--- src/rtl/reflet_hub_pkg.sv ---
// Shared constants for the Reflet peripheral hub: hub register offsets inside region 0
// and the smallest slot size that still holds every hub register.
package reflet_hub_pkg;

    localparam int unsigned HubRegInfo    = 0;
    localparam int unsigned HubRegMask    = 1;
    localparam int unsigned HubRegPending = 2;
    localparam int unsigned HubRegRoute0  = 3;
    localparam int unsigned HubRegRoute1  = 4;

    localparam int unsigned MinSlotSize = 8;

endpackage

--- src/rtl/reflet_hub_irq.sv ---
// Interrupt controller for the peripheral hub: per-slot edge capture, mask, write-1-to-clear
// pending bits and routing of each slot onto one of the registered CPU interrupt lines.
module reflet_hub_irq #(
    parameter int unsigned Slots    = 8,
    parameter int unsigned Width    = 16,
    parameter int unsigned IntLines = 4
) (
    input  logic                clk_i,
    input  logic                rst_ni,
    input  logic [Slots-1:0]    slot_irq_i,
    input  logic [Width-1:0]    wdata_i,
    input  logic                mask_we_i,
    input  logic                pend_w1c_i,
    input  logic                route0_we_i,
    input  logic                route1_we_i,
    output logic [Slots-1:0]    mask_o,
    output logic [Slots-1:0]    pending_o,
    output logic [Width-1:0]    route0_o,
    output logic [Width-1:0]    route1_o,
    output logic [IntLines-1:0] cpu_int_o
);

    localparam int unsigned RouteW = $clog2(IntLines);

    logic [Slots-1:0]    irq_prev_q, irq_prev_d;
    logic [Slots-1:0]    pending_q, pending_d;
    logic [Slots-1:0]    mask_q, mask_d;
    logic [Width-1:0]    route0_q, route0_d;
    logic [Width-1:0]    route1_q, route1_d;
    logic [IntLines-1:0] cpu_int_q, cpu_int_d;
    logic [2*Width-1:0]  route_all;
    logic [Slots-1:0]    rise;
    logic [Slots-1:0]    clr;

    assign route_all = {route1_q, route0_q};

    always_comb begin
        irq_prev_d = slot_irq_i;
        rise       = slot_irq_i & ~irq_prev_q;
        clr        = pend_w1c_i ? wdata_i[Slots-1:0] : '0;
        // A new edge in the same cycle as a clear of that bit keeps it pending.
        pending_d  = (pending_q & ~clr) | rise;
        mask_d     = mask_we_i ? wdata_i[Slots-1:0] : mask_q;
        route0_d   = route0_we_i ? wdata_i : route0_q;
        route1_d   = route1_we_i ? wdata_i : route1_q;
    end

    always_comb begin
        cpu_int_d = '0;
        for (int s = 0; s < int'(Slots); s++) begin
            if (pending_q[s] && mask_q[s]) begin
                cpu_int_d[route_all[s*RouteW +: RouteW]] = 1'b1;
            end
        end
    end

    always_ff @(posedge clk_i or negedge rst_ni) begin
        if (!rst_ni) begin
            irq_prev_q <= '0;
            pending_q  <= '0;
            mask_q     <= '0;
            route0_q   <= '0;
            route1_q   <= '0;
            cpu_int_q  <= '0;
        end else begin
            irq_prev_q <= irq_prev_d;
            pending_q  <= pending_d;
            mask_q     <= mask_d;
            route0_q   <= route0_d;
            route1_q   <= route1_d;
            cpu_int_q  <= cpu_int_d;
        end
    end

    assign mask_o    = mask_q;
    assign pending_o = pending_q;
    assign route0_o  = route0_q;
    assign route1_o  = route1_q;
    assign cpu_int_o = cpu_int_q;

endmodule

--- src/rtl/reflet_periph_hub.sv ---
// Pipelined peripheral hub: decodes the bus window into uniform slots plus a hub register
// region. The interrupt controller is built only when REFLET_HUB_IRQ_EN is defined.
module reflet_periph_hub
    import reflet_hub_pkg::*;
#(
    parameter int unsigned wordsize       = 16,
    parameter int unsigned base_addr_size = 16,
    parameter int unsigned base_addr      = 16'hFF00,
    parameter int unsigned slots          = 8,
    parameter int unsigned slot_size      = MinSlotSize,
    parameter int unsigned int_lines      = 4
) (
    input  logic                          clk,
    input  logic                          reset,
    input  logic                          enable,
    input  logic [base_addr_size-1:0]     addr,
    input  logic [wordsize-1:0]           data_in,
    input  logic                          write_en,
    output logic [wordsize-1:0]           data_out,
    output logic                          ready,
    output logic [slots-1:0]              slot_sel,
    output logic [$clog2(slot_size)-1:0]  slot_addr,
    output logic [wordsize-1:0]           slot_wdata,
    output logic                          slot_we,
    input  logic [slots*wordsize-1:0]     slot_rdata,
    input  logic [slots-1:0]              slot_irq,
    output logic [int_lines-1:0]          cpu_int
);

    localparam int unsigned SlotAw   = $clog2(slot_size);
    localparam int unsigned RegionW  = $clog2(slots + 1);
    localparam int unsigned SlotIdxW = (slots > 1) ? $clog2(slots) : 1;
    localparam int unsigned OffW     = base_addr_size + 1;
    localparam logic [OffW-1:0] WindowWords = OffW'((slots + 1) * slot_size);
    localparam logic [OffW-1:0] BaseExt     = OffW'(base_addr);

    // Stage 0: combinational decode of the bus request.
    logic [OffW-1:0]     off;
    logic                in_win;
    logic                acc_valid;
    logic                is_hub;
    logic [RegionW-1:0]  region;
    logic [SlotAw-1:0]   word;
    logic [SlotIdxW-1:0] slot_idx;

    // An address below base_addr borrows into the extra top bit.
    assign off       = {1'b0, addr} - BaseExt;
    assign in_win    = !off[OffW-1] && (off < WindowWords);
    assign region    = off[SlotAw +: RegionW];
    assign word      = off[SlotAw-1:0];
    assign acc_valid = enable && in_win;
    assign is_hub    = (region == '0);
    assign slot_idx  = SlotIdxW'(region - RegionW'(1));

    logic                s1_valid_q, s1_valid_d;
    logic                s1_hub_q, s1_hub_d;
    logic                s1_we_q, s1_we_d;
    logic [SlotAw-1:0]   s1_word_q, s1_word_d;
    logic [SlotIdxW-1:0] s1_slot_q, s1_slot_d;
    logic [slots-1:0]    slot_sel_q, slot_sel_d;
    logic [SlotAw-1:0]   slot_addr_q, slot_addr_d;
    logic [wordsize-1:0] slot_wdata_q, slot_wdata_d;
    logic                slot_we_q, slot_we_d;
    logic [wordsize-1:0] data_out_q, data_out_d;
    logic                ready_q, ready_d;

    logic [slots-1:0]    mask_w;
    logic [slots-1:0]    pending_w;
    logic [wordsize-1:0] route0_w;
    logic [wordsize-1:0] route1_w;
    logic [wordsize-1:0] info_w;
    logic [wordsize-1:0] hub_rdata;

    always_comb begin
        s1_valid_d   = acc_valid;
        s1_hub_d     = is_hub;
        s1_we_d      = write_en;
        s1_word_d    = word;
        s1_slot_d    = slot_idx;
        slot_sel_d   = '0;
        slot_addr_d  = '0;
        slot_wdata_d = '0;
        slot_we_d    = 1'b0;
        if (acc_valid && !is_hub) begin
            slot_sel_d   = slots'(1) << slot_idx;
            slot_addr_d  = word;
            slot_wdata_d = data_in;
            slot_we_d    = write_en;
        end
    end

    always_comb begin
        info_w       = '0;
        info_w[15:8] = 8'(slots);
        info_w[7:0]  = 8'(int_lines);
    end

    always_comb begin
        case (s1_word_q)
            SlotAw'(HubRegInfo):    hub_rdata = info_w;
            SlotAw'(HubRegMask):    hub_rdata = wordsize'(mask_w);
            SlotAw'(HubRegPending): hub_rdata = wordsize'(pending_w);
            SlotAw'(HubRegRoute0):  hub_rdata = route0_w;
            SlotAw'(HubRegRoute1):  hub_rdata = route1_w;
            default:                hub_rdata = '0;
        endcase
    end

    // Stage 2: writes pulse ready but leave the last read value in place.
    always_comb begin
        ready_d    = s1_valid_q;
        data_out_d = data_out_q;
        if (s1_valid_q && !s1_we_q) begin
            data_out_d = s1_hub_q ? hub_rdata : slot_rdata[s1_slot_q*wordsize +: wordsize];
        end
    end

    always_ff @(posedge clk or negedge reset) begin
        if (!reset) begin
            s1_valid_q   <= 1'b0;
            s1_hub_q     <= 1'b0;
            s1_we_q      <= 1'b0;
            s1_word_q    <= '0;
            s1_slot_q    <= '0;
            slot_sel_q   <= '0;
            slot_addr_q  <= '0;
            slot_wdata_q <= '0;
            slot_we_q    <= 1'b0;
            data_out_q   <= '0;
            ready_q      <= 1'b0;
        end else begin
            s1_valid_q   <= s1_valid_d;
            s1_hub_q     <= s1_hub_d;
            s1_we_q      <= s1_we_d;
            s1_word_q    <= s1_word_d;
            s1_slot_q    <= s1_slot_d;
            slot_sel_q   <= slot_sel_d;
            slot_addr_q  <= slot_addr_d;
            slot_wdata_q <= slot_wdata_d;
            slot_we_q    <= slot_we_d;
            data_out_q   <= data_out_d;
            ready_q      <= ready_d;
        end
    end

`ifdef REFLET_HUB_IRQ_EN
    // Hub register writes land on the same edge that launches stage 1.
    logic hub_wr;
    logic mask_we, pend_w1c, route0_we, route1_we;

    assign hub_wr    = acc_valid && is_hub && write_en;
    assign mask_we   = hub_wr && (word == SlotAw'(HubRegMask));
    assign pend_w1c  = hub_wr && (word == SlotAw'(HubRegPending));
    assign route0_we = hub_wr && (word == SlotAw'(HubRegRoute0));
    assign route1_we = hub_wr && (word == SlotAw'(HubRegRoute1));

    reflet_hub_irq #(
        .Slots    (slots),
        .Width    (wordsize),
        .IntLines (int_lines)
    ) u_irq (
        .clk_i       (clk),
        .rst_ni      (reset),
        .slot_irq_i  (slot_irq),
        .wdata_i     (data_in),
        .mask_we_i   (mask_we),
        .pend_w1c_i  (pend_w1c),
        .route0_we_i (route0_we),
        .route1_we_i (route1_we),
        .mask_o      (mask_w),
        .pending_o   (pending_w),
        .route0_o    (route0_w),
        .route1_o    (route1_w),
        .cpu_int_o   (cpu_int)
    );
`else
    logic unused_slot_irq;

    assign unused_slot_irq = ^slot_irq;
    assign mask_w          = '0;
    assign pending_w       = '0;
    assign route0_w        = '0;
    assign route1_w        = '0;
    assign cpu_int         = '0;
`endif

    assign data_out   = data_out_q;
    assign ready      = ready_q;
    assign slot_sel   = slot_sel_q;
    assign slot_addr  = slot_addr_q;
    assign slot_wdata = slot_wdata_q;
    assign slot_we    = slot_we_q;

endmodule

--- config.mk ---
export PLATFORM = sky130hd
export DESIGN_NAME = reflet_periph_hub
export DESIGN_NICKNAME = d
export VERILOG_FILES = /design/src/rtl/reflet_hub_pkg.sv /design/src/rtl/reflet_hub_irq.sv /design/src/rtl/reflet_periph_hub.sv
export SDC_FILE = /design/constraint.sdc
export NUM_CORES = 1
export LEC_CHECK = 0
export CORE_MARGIN = 3
export CORE_UTILIZATION = 38
export DETAILED_ROUTE_END_ITERATION = 8
export PLACE_DENSITY = 0.95
export SYNTH_ARGS = -nofsm -noshare
export SYNTH_HDL_FRONTEND = slang
export SYNTH_SLANG_ARGS = --single-unit
--- constraint.sdc ---
create_clock -name clk -period 2.4 [get_ports clk]
set_input_delay 0.24 -clock clk [delete_from_list [all_inputs] [get_ports clk]]
set_output_delay 0.24 -clock clk [all_outputs]
set_load 0.05 [all_outputs]
==> flow_summary.yaml <==
finish:
  seq_area_mm2: 0.00135
  multi_input_area_mm2: 0.00160
  final_area_mm2: 0.00535
  insertedDiodeCount: 0
  area_growth_pct: 71.8
  fill_cells: 624
  final_util: 0.681
  layout_commonest_cell: "clkdlybuf4s50_1"
  layout-drive-gt1-share: 0.190
  layout.nets: 642
  final_cell_mix: "clkdlybuf4s50_1 (207), mux2_2 (60), dfrtp_1 (53)"
  instances_no_fill: 565
synthesis:
  ys_seq_elements: 54
  synth_adder_area_share: 0.0322
  yosys_warnings: 0
  syn_inst: 267
  synth_cell_types: 28
  synth_xor_area_frac: 0
  yosysSeqAreaShare: 0.434
  synth_simple_gate_area_frac: 0.130
  syn_area_mm2: 0.00311
  synth_top_area_cell: "dfrtp_1"
  synth_top_area_share: 0.434
  synth.area.mux_share: 0.238
  syn_avg_cell_area_um2: 11.7
  synth_top_family_by_area: "multiplexers"
  synth_compound_area_frac: 0.106
  synth.area.top_cells: "dfrtp_1 (43%), mux2_2 (22%), o22ai_1 (6.0%), nor3b_2 (3.6%), nor3b_1 (3.4%)"
worst_setup_path:
  startpoint_type: "input pin"
  rr_worst_depth: 3
  path_class: "in2reg"
  cp.required_ns: 2.60
  crit_slowest_cell: "a2111o_1"
  crit_fanout: 27
  path_cells: "clkdlybuf4s50_1 -> inv_1 -> ha_1 -> nand2b_1 -> a2111o_1 -> buf_4 -> nor4_1"
  end_kind: "flip-flop"
  slowest_delay_ns: 0.46
  arrival_ns: 2.14
floorplanning:
  core-area_mm2: 0.00785
  die_width_um: 96.5
  die_h_um: 96.5
  dieArea_mm2: 0.00931
  initial_core_util: 0.397
  core.rowCount: 32
  ios: 221
pwr:
  power.leakage_nw: 2.16
  vdd_drop_max_mv: 0.309
  powerDensity_mw_per_mm2: 409
clock_network:
  cts_made_buffers: 5
  root_buffer: "clkbuf_8"
  worst_skew_pair.late_latency_ns: 0.30
  cts_buffer_depth: 2
  cts_tree: "yes"
  cts_resized: 0
  clk_pin_slew_worst_paths_ns: 0.10
  cts-htree-levels: 2
  cts_hold_buf: 0
  post_cts_buffers: 0
  cts.sinks: 54
sta:
  finalHoldViolations: 0
  slew-limit-headroom: 0.551
  fmax_mhz: 514
  finalSetupTns_ns: 0
  fin_skew_ns: 0.0103
  period_share: 0.810
  layout_min_cycle_time_ns: 1.94
  drv_slew: 0
  final-setup-viol-count: 0
  worst_pin_slew_ns: 0.673
  rsz0062_at_grt: "no"
placed_design:
  hpwl_um: 8960
  place_inst: 557
  dpl_cell_area_mm2: 0.00523
  io_buffers: 208
  gp_congestion: 0.843
detailed_routing:
  ant_nets: 0
  via_count: 2888
  via_per_inst: 5.11
  wirelength_um: 10900
  avgRoutedWirePerCell_um: 19.3
  drtIter0Drc: 75
  first_pass_iters: 4
  drc: 0
min_path:
  hold_path_class: "in2async"
global_routing:
  grt_pass1_wl_um: 15600
  antenna_found_initial: 0
  grt_remaining_overflow: 0
  grt_max_degree: 61
  grt_use_total: 0.222
  grt_pass1_vias: 2999
status:
  outcome: "complete, no violations"
run:
  timing.max_cap.violations: 0
[cell usage after synthesis]
cell type / n
mux2_2: 60
dfrtp_1: 54
o22ai_1: 30
nand2_1: 16
nor3b_1: 14
o31ai_1: 14
buf_2: 13
nor3b_2: 9
ha_1: 8
inv_1: 8
clkbuf_1: 6
buf_4: 5
nand2b_1: 5
nor4_1: 4
buf_6: 2
mux2i_1: 2
mux4_2: 2
nand4_1: 2
nor4b_1: 2
o21ai_1: 2
o21bai_1: 2
a2111o_1: 1
buf_1: 1
conb_1: 1
nand4bb_1: 1
nor4b_2: 1
or2_2: 1
or3b_1: 1
[path summary, 6_finish.rpt]
check                      slack, ns      endpoint    startpoint
min in group clk                0.40         ready       ready_d
hold reg to reg                 0.40         ready       ready_d
max in group asynchronous       1.88  s1_slot_q[1]         reset
setup reg to reg                0.65   data_out[7]  s1_slot_q[2]
hold / removal                  0.04   data_out[3]         reset
setup / recovery                0.46   slot_sel[0]       addr[3]
[layer usage]
metal | vias to the layer above | track usage | part of all wire
met1 | 1390 | 0.278 | 0.39
met4 | 0 | 0.0549 | 0.015
met3 | 10 | 0.0411 | 0.056
met2 | 120 | 0.396 | 0.54
li1 | 1368 | - | -
met5 | - | 0 | 0
[critical path: cells and delay by family]
family | cells | cell delay [ns]
simple gates | 2 | 0.35
buf+inv | 3 | 0.87
compound gates | 1 | 0.46
fa+ha+maj | 1 | 0.22
[metrics by stage]
step / worst slack [ns] / total power, W / hold WS [ns]
floorplan: 0.841 / 0.00123 / -0.0556
global placement: 0.248 / 0.00155 / 0.378
detailed placement: 0.120 / 0.00157 / 0.385
CTS: 0.435 / 0.00220 / 0.0609
global route: 0.304 / 0.00227 / 0.0987
finish: 0.456 / 0.00219 / 0.0417
[power by group]
group	internal (W)	leakage (nW)	switching, W	total (W)
clock network	0.000343	0.0618	0.000295	0.000638
logic	0.000397	1.44	0.000224	0.000621
registers	0.000918	0.654	0.0000116	0.000930
[cells by family (layout without fill, tap and decap cells)]
logic type,after synthesis,after routing
adder cells (fa/ha/maj),8,8
AO/OA/AOI/OAI,49,49
other,1,4
buffers and inverters,35,228
multiplexers,64,64
AND/OR/NAND/NOR,56,56
flip-flops,54,54
[registers in the layout (all words and copies together), names as in the netlist]
name / cells
data_out: 16
ready: 1
ready_d: 1
s1_hub_q: 1
s1_slot_q: 3
s1_we_q: 1
s1_word_q: 3
slot_addr: 3
slot_sel: 8
slot_wdata: 16
slot_we: 1
[area by class of cell]
class / count / area share
Sequential cell: 54 / 0.253
Tap cell: 102 / 0.0239
Timing Repair Buffer: 212 / 0.396
Clock buffer: 6 / 0.0154
Multi-Input combinational cell: 181 / 0.298
Inverter: 8 / 0.00562
Clock inverter: 2 / 0.00725
No activity file was read; power rests on OpenSTA's default activity.
